$ cat src/rtl/serial_tx_pkg.sv
// ----------------------------------------------------------------------------
// serial_tx_pkg : shared constants for the serial TX/RX pair
// Rev 1.0
// ----------------------------------------------------------------------------
`default_nettype none

package serial_tx_pkg;

  localparam int SYM_BITS = 10;

  localparam logic [SYM_BITS-1:0] K28_5_RDN = 10'b0011111010;
  localparam logic [SYM_BITS-1:0] K28_5_RDP = 10'b1100000101;
  localparam logic [7:0]          K28_5_BYTE = 8'hBC;

  localparam int BIT_PRO    = 7;
  localparam int BIT_MST    = 6;
  localparam int BIT_PLS    = 5;
  localparam int BIT_P1     = 4;
  localparam int BIT_OPT_HI = 3;
  localparam int BIT_OPT_LO = 1;
  localparam int BIT_P2     = 0;

  // Both nibbles carry odd parity so an all-zero byte can never appear.
  function automatic logic [7:0] build_byte(input logic       pro,
                                            input logic       mst,
                                            input logic       pls,
                                            input logic [2:0] opt);
    logic [7:0] b;
    b                         = '0;
    b[BIT_PRO]                = pro;
    b[BIT_MST]                = mst;
    b[BIT_PLS]                = pls;
    b[BIT_P1]                 = ~(pro ^ mst ^ pls);
    b[BIT_OPT_HI:BIT_OPT_LO]  = opt;
    b[BIT_P2]                 = ~(^opt);
    return b;
  endfunction

endpackage

`default_nettype wire

$ cat src/rtl/serial_tx_encode_8b10b.sv
// ----------------------------------------------------------------------------
// encode_8b10b : combinational 8b10b encoder, output order {a,b,c,d,e,i,f,g,h,j}
// Rev 1.0
// ----------------------------------------------------------------------------
`default_nettype none

module encode_8b10b
  import serial_tx_pkg::*;
(
  input  logic [7:0]          datain,
  input  logic                kin,
  input  logic                dispin,
  output logic [SYM_BITS-1:0] dataout,
  output logic                dispout
);

  logic [4:0] x;
  logic [2:0] y;
  logic [5:0] six_n, six_p, six;
  logic [3:0] four_n, four_p, four;
  logic       k28, rd_mid, use_a7;

  assign x   = datain[4:0];
  assign y   = datain[7:5];
  assign k28 = kin && (x == 5'd28);

  always_comb begin
    six_n = 6'b000000;
    six_p = 6'b000000;
    case (x)
      5'd0:  begin six_n = 6'b100111; six_p = 6'b011000; end
      5'd1:  begin six_n = 6'b011101; six_p = 6'b100010; end
      5'd2:  begin six_n = 6'b101101; six_p = 6'b010010; end
      5'd3:  begin six_n = 6'b110001; six_p = 6'b110001; end
      5'd4:  begin six_n = 6'b110101; six_p = 6'b001010; end
      5'd5:  begin six_n = 6'b101001; six_p = 6'b101001; end
      5'd6:  begin six_n = 6'b011001; six_p = 6'b011001; end
      5'd7:  begin six_n = 6'b111000; six_p = 6'b000111; end
      5'd8:  begin six_n = 6'b111001; six_p = 6'b000110; end
      5'd9:  begin six_n = 6'b100101; six_p = 6'b100101; end
      5'd10: begin six_n = 6'b010101; six_p = 6'b010101; end
      5'd11: begin six_n = 6'b110100; six_p = 6'b110100; end
      5'd12: begin six_n = 6'b001101; six_p = 6'b001101; end
      5'd13: begin six_n = 6'b101100; six_p = 6'b101100; end
      5'd14: begin six_n = 6'b011100; six_p = 6'b011100; end
      5'd15: begin six_n = 6'b010111; six_p = 6'b101000; end
      5'd16: begin six_n = 6'b011011; six_p = 6'b100100; end
      5'd17: begin six_n = 6'b100011; six_p = 6'b100011; end
      5'd18: begin six_n = 6'b010011; six_p = 6'b010011; end
      5'd19: begin six_n = 6'b110010; six_p = 6'b110010; end
      5'd20: begin six_n = 6'b001011; six_p = 6'b001011; end
      5'd21: begin six_n = 6'b101010; six_p = 6'b101010; end
      5'd22: begin six_n = 6'b011010; six_p = 6'b011010; end
      5'd23: begin six_n = 6'b111010; six_p = 6'b000101; end
      5'd24: begin six_n = 6'b110011; six_p = 6'b001100; end
      5'd25: begin six_n = 6'b100110; six_p = 6'b100110; end
      5'd26: begin six_n = 6'b010110; six_p = 6'b010110; end
      5'd27: begin six_n = 6'b110110; six_p = 6'b001001; end
      5'd28: begin six_n = 6'b001110; six_p = 6'b001110; end
      5'd29: begin six_n = 6'b101110; six_p = 6'b010001; end
      5'd30: begin six_n = 6'b011110; six_p = 6'b100001; end
      default: begin six_n = 6'b101011; six_p = 6'b010100; end
    endcase
    if (k28) begin
      six_n = 6'b001111;
      six_p = 6'b110000;
    end
    six    = dispin ? six_p : six_n;
    rd_mid = dispin ^ ($countones(six) != 3);

    // The alternate x.7 avoids a run of five equal bits across the e/i-f boundary.
    use_a7 = (y == 3'd7) &&
             (kin ||
              (!rd_mid && (x == 5'd17 || x == 5'd18 || x == 5'd20)) ||
              ( rd_mid && (x == 5'd11 || x == 5'd13 || x == 5'd14)));

    four_n = 4'b0000;
    four_p = 4'b0000;
    case (y)
      3'd0: begin four_n = 4'b1011; four_p = 4'b0100; end
      3'd1: begin four_n = 4'b1001; four_p = 4'b1001; end
      3'd2: begin four_n = 4'b0101; four_p = 4'b0101; end
      3'd3: begin four_n = 4'b1100; four_p = 4'b0011; end
      3'd4: begin four_n = 4'b1101; four_p = 4'b0010; end
      3'd5: begin four_n = 4'b1010; four_p = 4'b1010; end
      3'd6: begin four_n = 4'b0110; four_p = 4'b0110; end
      default: begin four_n = 4'b1110; four_p = 4'b0001; end
    endcase
    if (use_a7) begin
      four_n = 4'b0111;
      four_p = 4'b1000;
    end

    // K28.y is the only code whose f..j is the complement of the data form at RD+.
    if (k28) four = dispin ? ~four_p : four_p;
    else     four = rd_mid ? four_p : four_n;

    dataout = {six, four};
    dispout = rd_mid ^ ($countones(four) != 2);
  end

endmodule

`default_nettype wire

$ cat src/rtl/serial_tx.sv
// ----------------------------------------------------------------------------
// serial_tx : control word -> parity byte -> 8b10b with K28.5 framing -> line.
// Optional macro SERIAL_TX_INPUT_SYNC_EN adds 2-FF input synchronizers. Rev 1.0
// ----------------------------------------------------------------------------
`default_nettype none

module serial_tx
  import serial_tx_pkg::*;
#(
  parameter int CLK_PER_BIT   = 3,
  parameter int SYM_PER_FRAME = 256
) (
  input  logic       i_clk,
  input  logic       i_res_n,
  input  logic       i_IsPro,
  input  logic       i_IsMaster,
  input  logic       i_RawPls,
  input  logic [2:0] i_Option,
  output logic       o_SerialData,
  output logic       o_tx_dis,
  output logic [1:0] o_tx_led
);

  localparam int              DIV_W      = (CLK_PER_BIT > 1) ? $clog2(CLK_PER_BIT) : 1;
  localparam logic [DIV_W-1:0] DIV_MAX   = DIV_W'(CLK_PER_BIT - 1);
  localparam logic [7:0]      FRAME_LAST = 8'(SYM_PER_FRAME - 1);
  localparam logic [3:0]      BIT_LAST   = 4'(SYM_BITS - 1);

  logic [5:0] ctrl_raw, ctrl;
  assign ctrl_raw = {i_IsPro, i_IsMaster, i_RawPls, i_Option};

`ifdef SERIAL_TX_INPUT_SYNC_EN
  logic [5:0] sync1_q, sync2_q;
  always_ff @(posedge i_clk or negedge i_res_n) begin
    if (!i_res_n) begin
      sync1_q <= '0;
      sync2_q <= '0;
    end else begin
      sync1_q <= ctrl_raw;
      sync2_q <= sync1_q;
    end
  end
  assign ctrl = sync2_q;
`else
  assign ctrl = ctrl_raw;
`endif

  logic [DIV_W-1:0]    bit_div_q, bit_div_d;
  logic [3:0]          bit_cnt_q, bit_cnt_d;
  logic [7:0]          sym_cnt_q, sym_cnt_d;
  logic [SYM_BITS-1:0] shreg_q,   shreg_d;
  logic                rd_q,      rd_d;
  logic                serial_q,  serial_d;
  logic                hb_q,      hb_d;
  logic                pls_q,     pls_d;

  logic                bit_tick, sym_load, is_comma;
  logic [7:0]          enc_byte;
  logic [SYM_BITS-1:0] enc_code;
  logic                enc_disp;

  assign bit_tick = (bit_div_q == DIV_MAX);
  assign sym_load = bit_tick && (bit_cnt_q == BIT_LAST);
  assign is_comma = (sym_cnt_q == FRAME_LAST);
  assign enc_byte = is_comma ? K28_5_BYTE : build_byte(ctrl[5], ctrl[4], ctrl[3], ctrl[2:0]);

  encode_8b10b u_enc (
    .datain  (enc_byte),
    .kin     (is_comma),
    .dispin  (rd_q),
    .dataout (enc_code),
    .dispout (enc_disp)
  );

  always_comb begin
    bit_div_d = bit_div_q + 1'b1;
    bit_cnt_d = bit_cnt_q;
    sym_cnt_d = sym_cnt_q;
    shreg_d   = shreg_q;
    rd_d      = rd_q;
    serial_d  = serial_q;
    hb_d      = hb_q;
    pls_d     = pls_q;
    if (bit_tick) begin
      bit_div_d = '0;
      bit_cnt_d = (bit_cnt_q == BIT_LAST) ? 4'd0 : bit_cnt_q + 4'd1;
      serial_d  = shreg_q[SYM_BITS-1];
      shreg_d   = shreg_q << 1;
    end
    // A load replaces the shift that would happen on the same tick.
    if (sym_load) begin
      shreg_d   = enc_code;
      rd_d      = enc_disp;
      sym_cnt_d = sym_cnt_q + 8'd1;
      if (is_comma) hb_d  = ~hb_q;
      else          pls_d = ctrl[3];
    end
  end

  always_ff @(posedge i_clk or negedge i_res_n) begin
    if (!i_res_n) begin
      bit_div_q <= '0;
      bit_cnt_q <= '0;
      sym_cnt_q <= 8'hFF;
      shreg_q   <= '0;
      rd_q      <= 1'b0;
      serial_q  <= 1'b0;
      hb_q      <= 1'b0;
      pls_q     <= 1'b0;
    end else begin
      bit_div_q <= bit_div_d;
      bit_cnt_q <= bit_cnt_d;
      sym_cnt_q <= sym_cnt_d;
      shreg_q   <= shreg_d;
      rd_q      <= rd_d;
      serial_q  <= serial_d;
      hb_q      <= hb_d;
      pls_q     <= pls_d;
    end
  end

  assign o_SerialData = serial_q;
  assign o_tx_dis     = 1'b0;
  assign o_tx_led     = {pls_q, hb_q};

endmodule

`default_nettype wire
$ cat config.mk
export PLATFORM = sky130hd
export DESIGN_NAME = serial_tx
export DESIGN_NICKNAME = d
export VERILOG_FILES = /design/src/rtl/serial_tx_pkg.sv /design/src/rtl/serial_tx_encode_8b10b.sv /design/src/rtl/serial_tx.sv
export SDC_FILE = /design/constraint.sdc
export NUM_CORES = 1
export LEC_CHECK = 0
export BUFFER_PORTS_ARGS = -buffer_cell sky130_fd_sc_hd__buf_2
export CORE_ASPECT_RATIO = 1.4
export CORE_MARGIN = 2
export CORE_UTILIZATION = 45
export CTS_CLUSTER_SIZE = 40
export DETAILED_ROUTE_END_ITERATION = 16
export PLACE_DENSITY_LB_ADDON = 0.15
export SLEW_MARGIN = 10
export SYNTH_ARGS = -nofsm -noshare
export SYNTH_HDL_FRONTEND = slang
export SYNTH_HIERARCHICAL = 1
export SYNTH_SLANG_ARGS = --single-unit
$ cat constraint.sdc
create_clock -name i_clk -period 8.8 [get_ports i_clk]
set_input_delay 1.32 -clock i_clk [delete_from_list [all_inputs] [get_ports i_clk]]
set_output_delay 1.32 -clock i_clk [all_outputs]
set_load 0.02 [all_outputs]
# After elaboration in Yosys (flattened, before gate mapping)
# Memory sizes are Yosys's and may differ from the RTL's.
# Index checks and enable logic that the tools add are counted.
[op_classes]
n_mul = 0
n_addsub = 11
shifts = 0
bitwise_logic = 9
n_eq_ne = 19
n_div = 0
magnitude_cmp = 0
n_reduce_logical = 17
muxes = 15
[ops]
columns = ["operator", "count"]
rows = [
  ["32-bit adder", 3],
  ["32-bit by 3-bit inequality test with 1-bit output, second input constant", 2],
  ["4-bit case mux with 7 select lines", 2],
  ["4-bit two-way mux", 6],
  ["5-bit == test, second input constant", 4],
  ["10-bit two-way mux", 2],
  ["6-bit two-way mux", 3],
  ["5-bit by 4-bit == test with 1-bit output, second input constant", 3],
  ["3-bit == test, second input constant", 4],
  ["1-bit by 1-bit adder with 2-bit output", 5],
  ["8-bit by 1-bit adder with 8-bit output, second input constant", 1],
  ["8-bit == test, second input constant", 1],
  ["8-bit two-way mux", 1],
  ["3-bit by 2-bit == test with 1-bit output, second input constant", 2],
  ["1-bit logical OR", 6],
  ["1-bit logical AND", 5],
  ["4-bit by 1-bit adder with 4-bit output, second input constant", 1],
  ["4-bit == test, second input constant", 1],
  ["1-bit inverter", 4],
  ["4-bit inverter", 1],
  ["2-bit AND reduction", 2],
  ["1-bit bitwise XOR", 4],
  ["3-bit by 1-bit == test with 1-bit output, second input constant", 1],
  ["3-bit zero test", 1],
  ["other kinds (6)", 6],
]
[word_totals]
latch_bits = 0
output_inout_bits = 4
in_bits = 8
memories = 1
mem_bits_ro = 384
word_cells = 80
mem_bits_rw = 0
register_bits = 28
[mem_list]
columns = ["name", "depth", "word_bits", "rd", "rd_clocked_by_memory_dff", "wr", "line_no", "rtl"]
rows = [
  ["(name not given)", 32, 12, 1, 0, 0, "serial_tx_encode_8b10b.sv:30", "case (x)"],
]

# Longest topological paths before layout
[depth]
word_depth = 26
depth_mapped = 32

# By module
# Netlist, hierarchy kept.
[modules_own_cells]
columns = ["module", "n_inst", "cells_per_inst", "area_each_um2"]
rows = [
  ["serial_tx", 1, 118, 1395.1],
  ["encode_8b10b", 1, 193, 1371.3],
]

# Worst setup path after synthesis
# OpenSTA, ideal clock, no wires.
[synth_timing]
kind = "input -> register"
startpoint = "in i_Option[1]"
endpoint = "reg rd_q"
cell_stages = 29
setup_time_ns = 0.125
n_path_buf = 0
required_ns = 8.675
path_slack_ns = 1.019
arrival_ns = 7.656
cell_sequence = "xnor2_1 > xnor2_1 > nor2_1 > inv_1 > ha_1 > nor2b_1 > o21ai_0 > a221oi_1 > mux2_2 > inv_1 > fa_1 > inv_1 > ha_1 > inv_1 > fa_1 > fa_1 > nor3b_4 > xnor2_2 > mux2_4 > o32ai_2 > xor2_1 > a21oi_1 > fa_1 > inv_1 > ha_1 > ha_1 > nor3b_1 > xnor2_1 > mux2_2"
[synth_via]
elab_chain_len = 25
elab_cells_between_ends = 43
[synth_lines]
columns = ["item", "line_no", "rtl"]
rows = [
  ["start: declaration", "serial_tx.sv:18", "input logic [2:0] i_Option,"],
  ["3-bit XOR reduction (*)", "serial_tx_pkg.sv:35", "b[BIT_P2] = ~(^opt);"],
  ["1-bit inverter (*)", "serial_tx_pkg.sv:35", ""],
  ["8-bit two-way mux (*)", "serial_tx.sv:65", "assign enc_byte = is_comma ? K28_5_BYTE : build_byte(ctrl[5], ctrl[4], ctrl[3], ctrl[2:0]);"],
  ["named net enc_byte[0]", "serial_tx.sv:58", "logic [7:0] enc_byte;"],
  ["parallel branches: the longest is 3 deep, another holds memory 32 x 12 bit", "--", ""],
  ["6-bit two-way mux (*)", "serial_tx_encode_8b10b.sv:68", "six = dispin ? six_p : six_n;"],
  ["named net enc_code[7]", "serial_tx.sv:59", "logic [SYM_BITS-1:0] enc_code;"],
  ["1-bit by 1-bit adder with 2-bit output (implied by the code) (*)", "serial_tx_encode_8b10b.sv:69", "rd_mid = dispin ^ ($countones(six) != 3);"],
  ["[... 9 more ...]", "--", ""],
  ["4-bit two-way mux", "serial_tx_encode_8b10b.sv:89", "if (use_a7) begin"],
  ["4-bit inverter", "serial_tx_encode_8b10b.sv:95", "if (k28) four = dispin ? ~four_p : four_p;"],
  ["4-bit two-way mux (2 in a row)", "serial_tx_encode_8b10b.sv:95", ""],
  ["1-bit by 1-bit adder with 2-bit output (implied by the code)", "serial_tx_encode_8b10b.sv:99", "dispout = rd_mid ^ ($countones(four) != 2);"],
  ["32-bit adder (implied by the code)", "serial_tx_encode_8b10b.sv:99", ""],
  ["32-bit by 3-bit inequality test with 1-bit output", "serial_tx_encode_8b10b.sv:99", ""],
  ["1-bit bitwise XOR (*)", "serial_tx_encode_8b10b.sv:99", ""],
  ["named net enc_disp", "serial_tx.sv:60", "logic enc_disp;"],
  ["end signal: assignment", "serial_tx.sv:115", "rd_q <= rd_d;"],
  ["end: declaration", "serial_tx.sv:52", "logic rd_q, rd_d;"],
]
# Mark *: on every way through the listed nets, which the timed path passes.
# A chain may end at the register's enable or synchronous reset.

# Worst setup path after layout
[layout_timing]
startpoint = "reg sym_cnt_q[0]"
endpoint = "reg rd_q"
[layout_via]
elab_chain_len = 24
elab_cells_between_ends = 52
[layout_lines]
columns = ["item", "line_no", "rtl"]
rows = [
  ["start: declaration", "serial_tx.sv:50", "logic [7:0] sym_cnt_q, sym_cnt_d;"],
  ["start signal: assignment", "serial_tx.sv:113", "sym_cnt_q <= sym_cnt_d;"],
  ["8-bit == test (*)", "serial_tx.sv:64", "assign is_comma = (sym_cnt_q == FRAME_LAST);"],
  ["named net is_comma", "serial_tx.sv:57", "logic bit_tick, sym_load, is_comma;"],
  ["8-bit two-way mux (*)", "serial_tx.sv:65", ""],
  ["named net enc_byte[1]", "serial_tx.sv:58", ""],
  ["parallel branches: the longest is 3 deep, another holds memory 32 x 12 bit", "--", ""],
  ["6-bit two-way mux (*)", "serial_tx_encode_8b10b.sv:68", ""],
  ["named net enc_code[7]", "serial_tx.sv:59", ""],
  ["1-bit by 1-bit adder with 2-bit output (implied by the code) (*)", "serial_tx_encode_8b10b.sv:69", ""],
  ["[... 9 more ...]", "--", ""],
  ["4-bit two-way mux", "serial_tx_encode_8b10b.sv:89", ""],
  ["4-bit inverter", "serial_tx_encode_8b10b.sv:95", ""],
  ["4-bit two-way mux (2 in a row)", "serial_tx_encode_8b10b.sv:95", ""],
  ["1-bit by 1-bit adder with 2-bit output (implied by the code)", "serial_tx_encode_8b10b.sv:99", ""],
  ["32-bit adder (implied by the code)", "serial_tx_encode_8b10b.sv:99", ""],
  ["32-bit by 3-bit inequality test with 1-bit output", "serial_tx_encode_8b10b.sv:99", ""],
  ["1-bit bitwise XOR (*)", "serial_tx_encode_8b10b.sv:99", ""],
  ["named net enc_disp", "serial_tx.sv:60", ""],
]
# Marks and branches as above.

==> results.toml <==
[outcome]
status = "finished clean"

[synth]
synth-xor-area-share_pct = 7.55
seq_area_frac_synth_pct = 25.7
synth_edf_count = 0
syn_inst = 311
async_flop_share_pct = 100
synthAdderAreaFrac_pct = 7.42
synth-main-ff-cell = "dfrtp_1"
yosys_warnings = 6
yosys_register_bits = 28
synth_compound_area_share_pct = 24.7
ys_types = 67
yosys.area.top_type = "dfrtp_1"
synth.net_count = 333
yosysTopAreaCellShare_pct = 18.1
synth_simple_gate_area_share_pct = 21.2
synth_top_family_by_area = "compound AO/OA/AOI/OAI gates"
synth_mux_area_share_pct = 4.39
synth.cell_area_sq_um = 2770
synth_area_per_cell_sq_um = 8.90
yosys-top-cells-area = "dfrtp_1 18%, dfstp_2 7.6%, ha_1 4.5%, o21ai_0 3.8%, xnor2_1 3.5%"

[run]
cap_violations = 0

[floorplan]
num_rows = 33
ios = 12
core_area_sq_um = 5900
initial_utilization_pct = 46.9
dieArea_sq_um = 6800
die_w_microns = 70.3
die_height_microns = 96.8

[detailed_routing]
drc = 0
route.met2.wl_microns = 3030
wl_per_cell_microns = 15.5
wl_met3_microns = 57
first_pass_iters = 4
drt-met1-wl_microns = 2610
highest_layer = "met4"
routed-via-count = 2205
via_per_inst = 5.85
wirelength_microns = 5860
ant_nets = 0
first_iter_violations = 118

[placement]
portBuffers = 10
pre_cts_ws_ns = 0.565
hpwlAfterDp_microns = 4400
place_congestion = 0.861
place_area_sq_um = 2780

[clock_network]
clock_sinks = 28
clk_pin_slew_ns = 0.10
hold_buffers = 0
htreeDepth = 1
cts_made_buffers = 3
clk_latency_ns = 0.27
cts_tree = "yes"
clock_path_buffers = 2
cts-root-buf = "clkbuf_8"
post-cts-setup-buffer-count = 0
cts-resized-gates = 0

[worst_hold_path]
whs_path_depth = 1
min_delay_worst_endpoint = "hb_q"
hp-class = "flop to flop"
hp-start = "hb_q"

[finish]
drive_gt1_share_pct = 17.6
area_delta_synth_final_pct = 2.40
n_fill_cell = 586
layout_commonest_cell = "nand2_1"
antenna_cells = 0
final_nets = 330
layout_common_cells = "23 x nand2_1, 22 x nor2_1, 20 x dfrtp_1, 20 x o21ai_0, 18 x a21oi_1"
design_area_sq_um = 2830

[timing]
fin_crit_sh_pct = 92.2
fmax_mhz = 123
tightestPinTransition_ns = 0.975
rsz0062_at_grt = "false"
timing.final.ws_setup_ns = 0.689
setup_viol_count_final = 0
drv_slew = 0
slew_headroom_pct = 34.6
hold_viol = 0
fin_setup_tns_ns = 0
holdWs_ns = 0.465
fin_crit_ns = 8.11
skew_ns = 0.00243

[power]
p_comb_share_pct = 65.6
internal_power_mw = 0.396
p_per_area_nw_per_um2 = 244
leakage_nw = 1.26
seqPwrFrac_pct = 22.8
ir_worst_vdd_mv = 0.145
totalPowerFinal_mw = 0.690
clockPowerShare_pct = 11.6
switchingPower_mw = 0.295
power.share.switching_pct = 42.7

[global_route]
grt_first_pass_wirelength_microns = 10300
track_usage_pct = 18.1
grt_pass1_vias = 2139
grt-ovfl-total = 0
antenna_found_initial = 0
grt_max_degree = 32

[setup_path]
max_stage_delay_ns = 0.56
r2r_end = "rd_q"
worst-setup-path-type = "flop to flop"
critPathMaxFanout = 10
critPathArrivalTime_ns = 8.28
crit_path_start_kind = "flop"
cp-end-kind = "flop"
reg2reg_from = "sym_cnt_q[0]"
worstPathRequired_ns = 8.97
r2r_slack_ns = 0.69
cp_slowest_cell = "dfstp_2"
reg2regPathDepth = 33
-- synthesized netlist by cell type (2+ instances only) --
cell type and count:
nand2_1 23, nor2_1 22, o21ai_0 21, dfrtp_1 20, a21oi_1 18, inv_1 15, xnor2_1 11, xor2_1 11
ha_1 10, a221o_1 9, and3_1 9, nor2b_1 9, dfstp_2 8, buf_2 7, nor3_1 7, buf_6 6
clkbuf_1 5, mux2_2 5, mux2i_1 5, a211oi_1 4, a31oi_1 4, buf_4 4, fa_1 4, nand3_1 4
o211ai_1 4, o311ai_0 4, o31ai_1 4, or2_2 4, a21o_1 3, nand4_1 3, o21a_1 3, a2111oi_4 2
and2_1 2, buf_1 2, clkbuf_8 2, nand2b_1 2, nor4_1 2, nor4_4 2, o22ai_1 2, o2bb2ai_1 2
-- stage by stage --
stage	cells	utilization (%)
after floorplan	311	-
after global placement	373	47.0
after detailed placement	373	47.0
after CTS	377	48.0
after global routing	377	48.0
final	377	48.0
-- layer usage --
metal,vias to the layer above,GRT usage (%)
met2,22,30.7
met4,0,7.99
met5,-,0
met3,11,0.625
li1,1117,-
met1,1055,23.6
-- how the worst max path moves through the flow --
stage / startpoint / endpoint / slack (ns) / depth (start not counted)
final: sym_cnt_q[0] / rd_q / 0.69 / 33
after global routing: sym_cnt_q[0] / rd_q / 0.05 / 33
after CTS: sym_cnt_q[0] / rd_q / 0.67 / 33
after detailed placement: i_Option[1] / rd_q / 0.57 / 30
after global placement: i_Option[1] / rd_q / 0.64 / 30
after floorplan: i_Option[1] / rd_q / 1.02 / 29
-- power by group through the flow --
stage                     Combinational [mW]  Clock [mW]  Sequential (mW)
final                                  0.453      0.0803            0.157
after detailed placement               0.459           0            0.159
after CTS                              0.460      0.0816            0.157
after floorplan                        0.394           0            0.149
after global routing                   0.509      0.0854            0.160
after global placement                 0.452           0            0.160
-- layout make-up --
type	count	area [sq um]	share of cell area, %
multi-input combinational	241	1810	63.9
sequential	28	711	25.1
timing repair buffer	18	110	3.89
tap	70	87.6	3.09
inverter	16	60.1	2.12
clock buffer	4	55.1	1.94
-- state kept, by name, indices dropped and copies added (netlist names) --
register      count
bit_cnt_q         4
bit_div_q         2
hb_q              1
o_SerialData      1
pls_q             1
rd_q              1
shreg_q          10
sym_cnt_q         8
-- critical path: cells and delay by family (launching register included) --
family	cells	cell delay, ns
and+or+nand+nor	8	1.46
AOI/OAI and AO/OA	4	0.72
DFF	1	0.56
buffers and inverters	6	0.50
muxes	3	0.84
xor gates and xnor gates	3	0.76
adders and majority gates	9	3.15
-- cells by family (layout without fill, tap and decap cells) --
kind of cell	count (synthesis)	in the layout
XOR/XNOR	23	23
multiplexers	11	11
other	1	1
adder cells (fa/ha/maj)	14	14
AND/OR/NAND/NOR	100	100
buffers and inverters	42	38
flip-flops	28	28
AO/OA/AOI/OAI	92	92
Power figures use the tool's default switching activity.
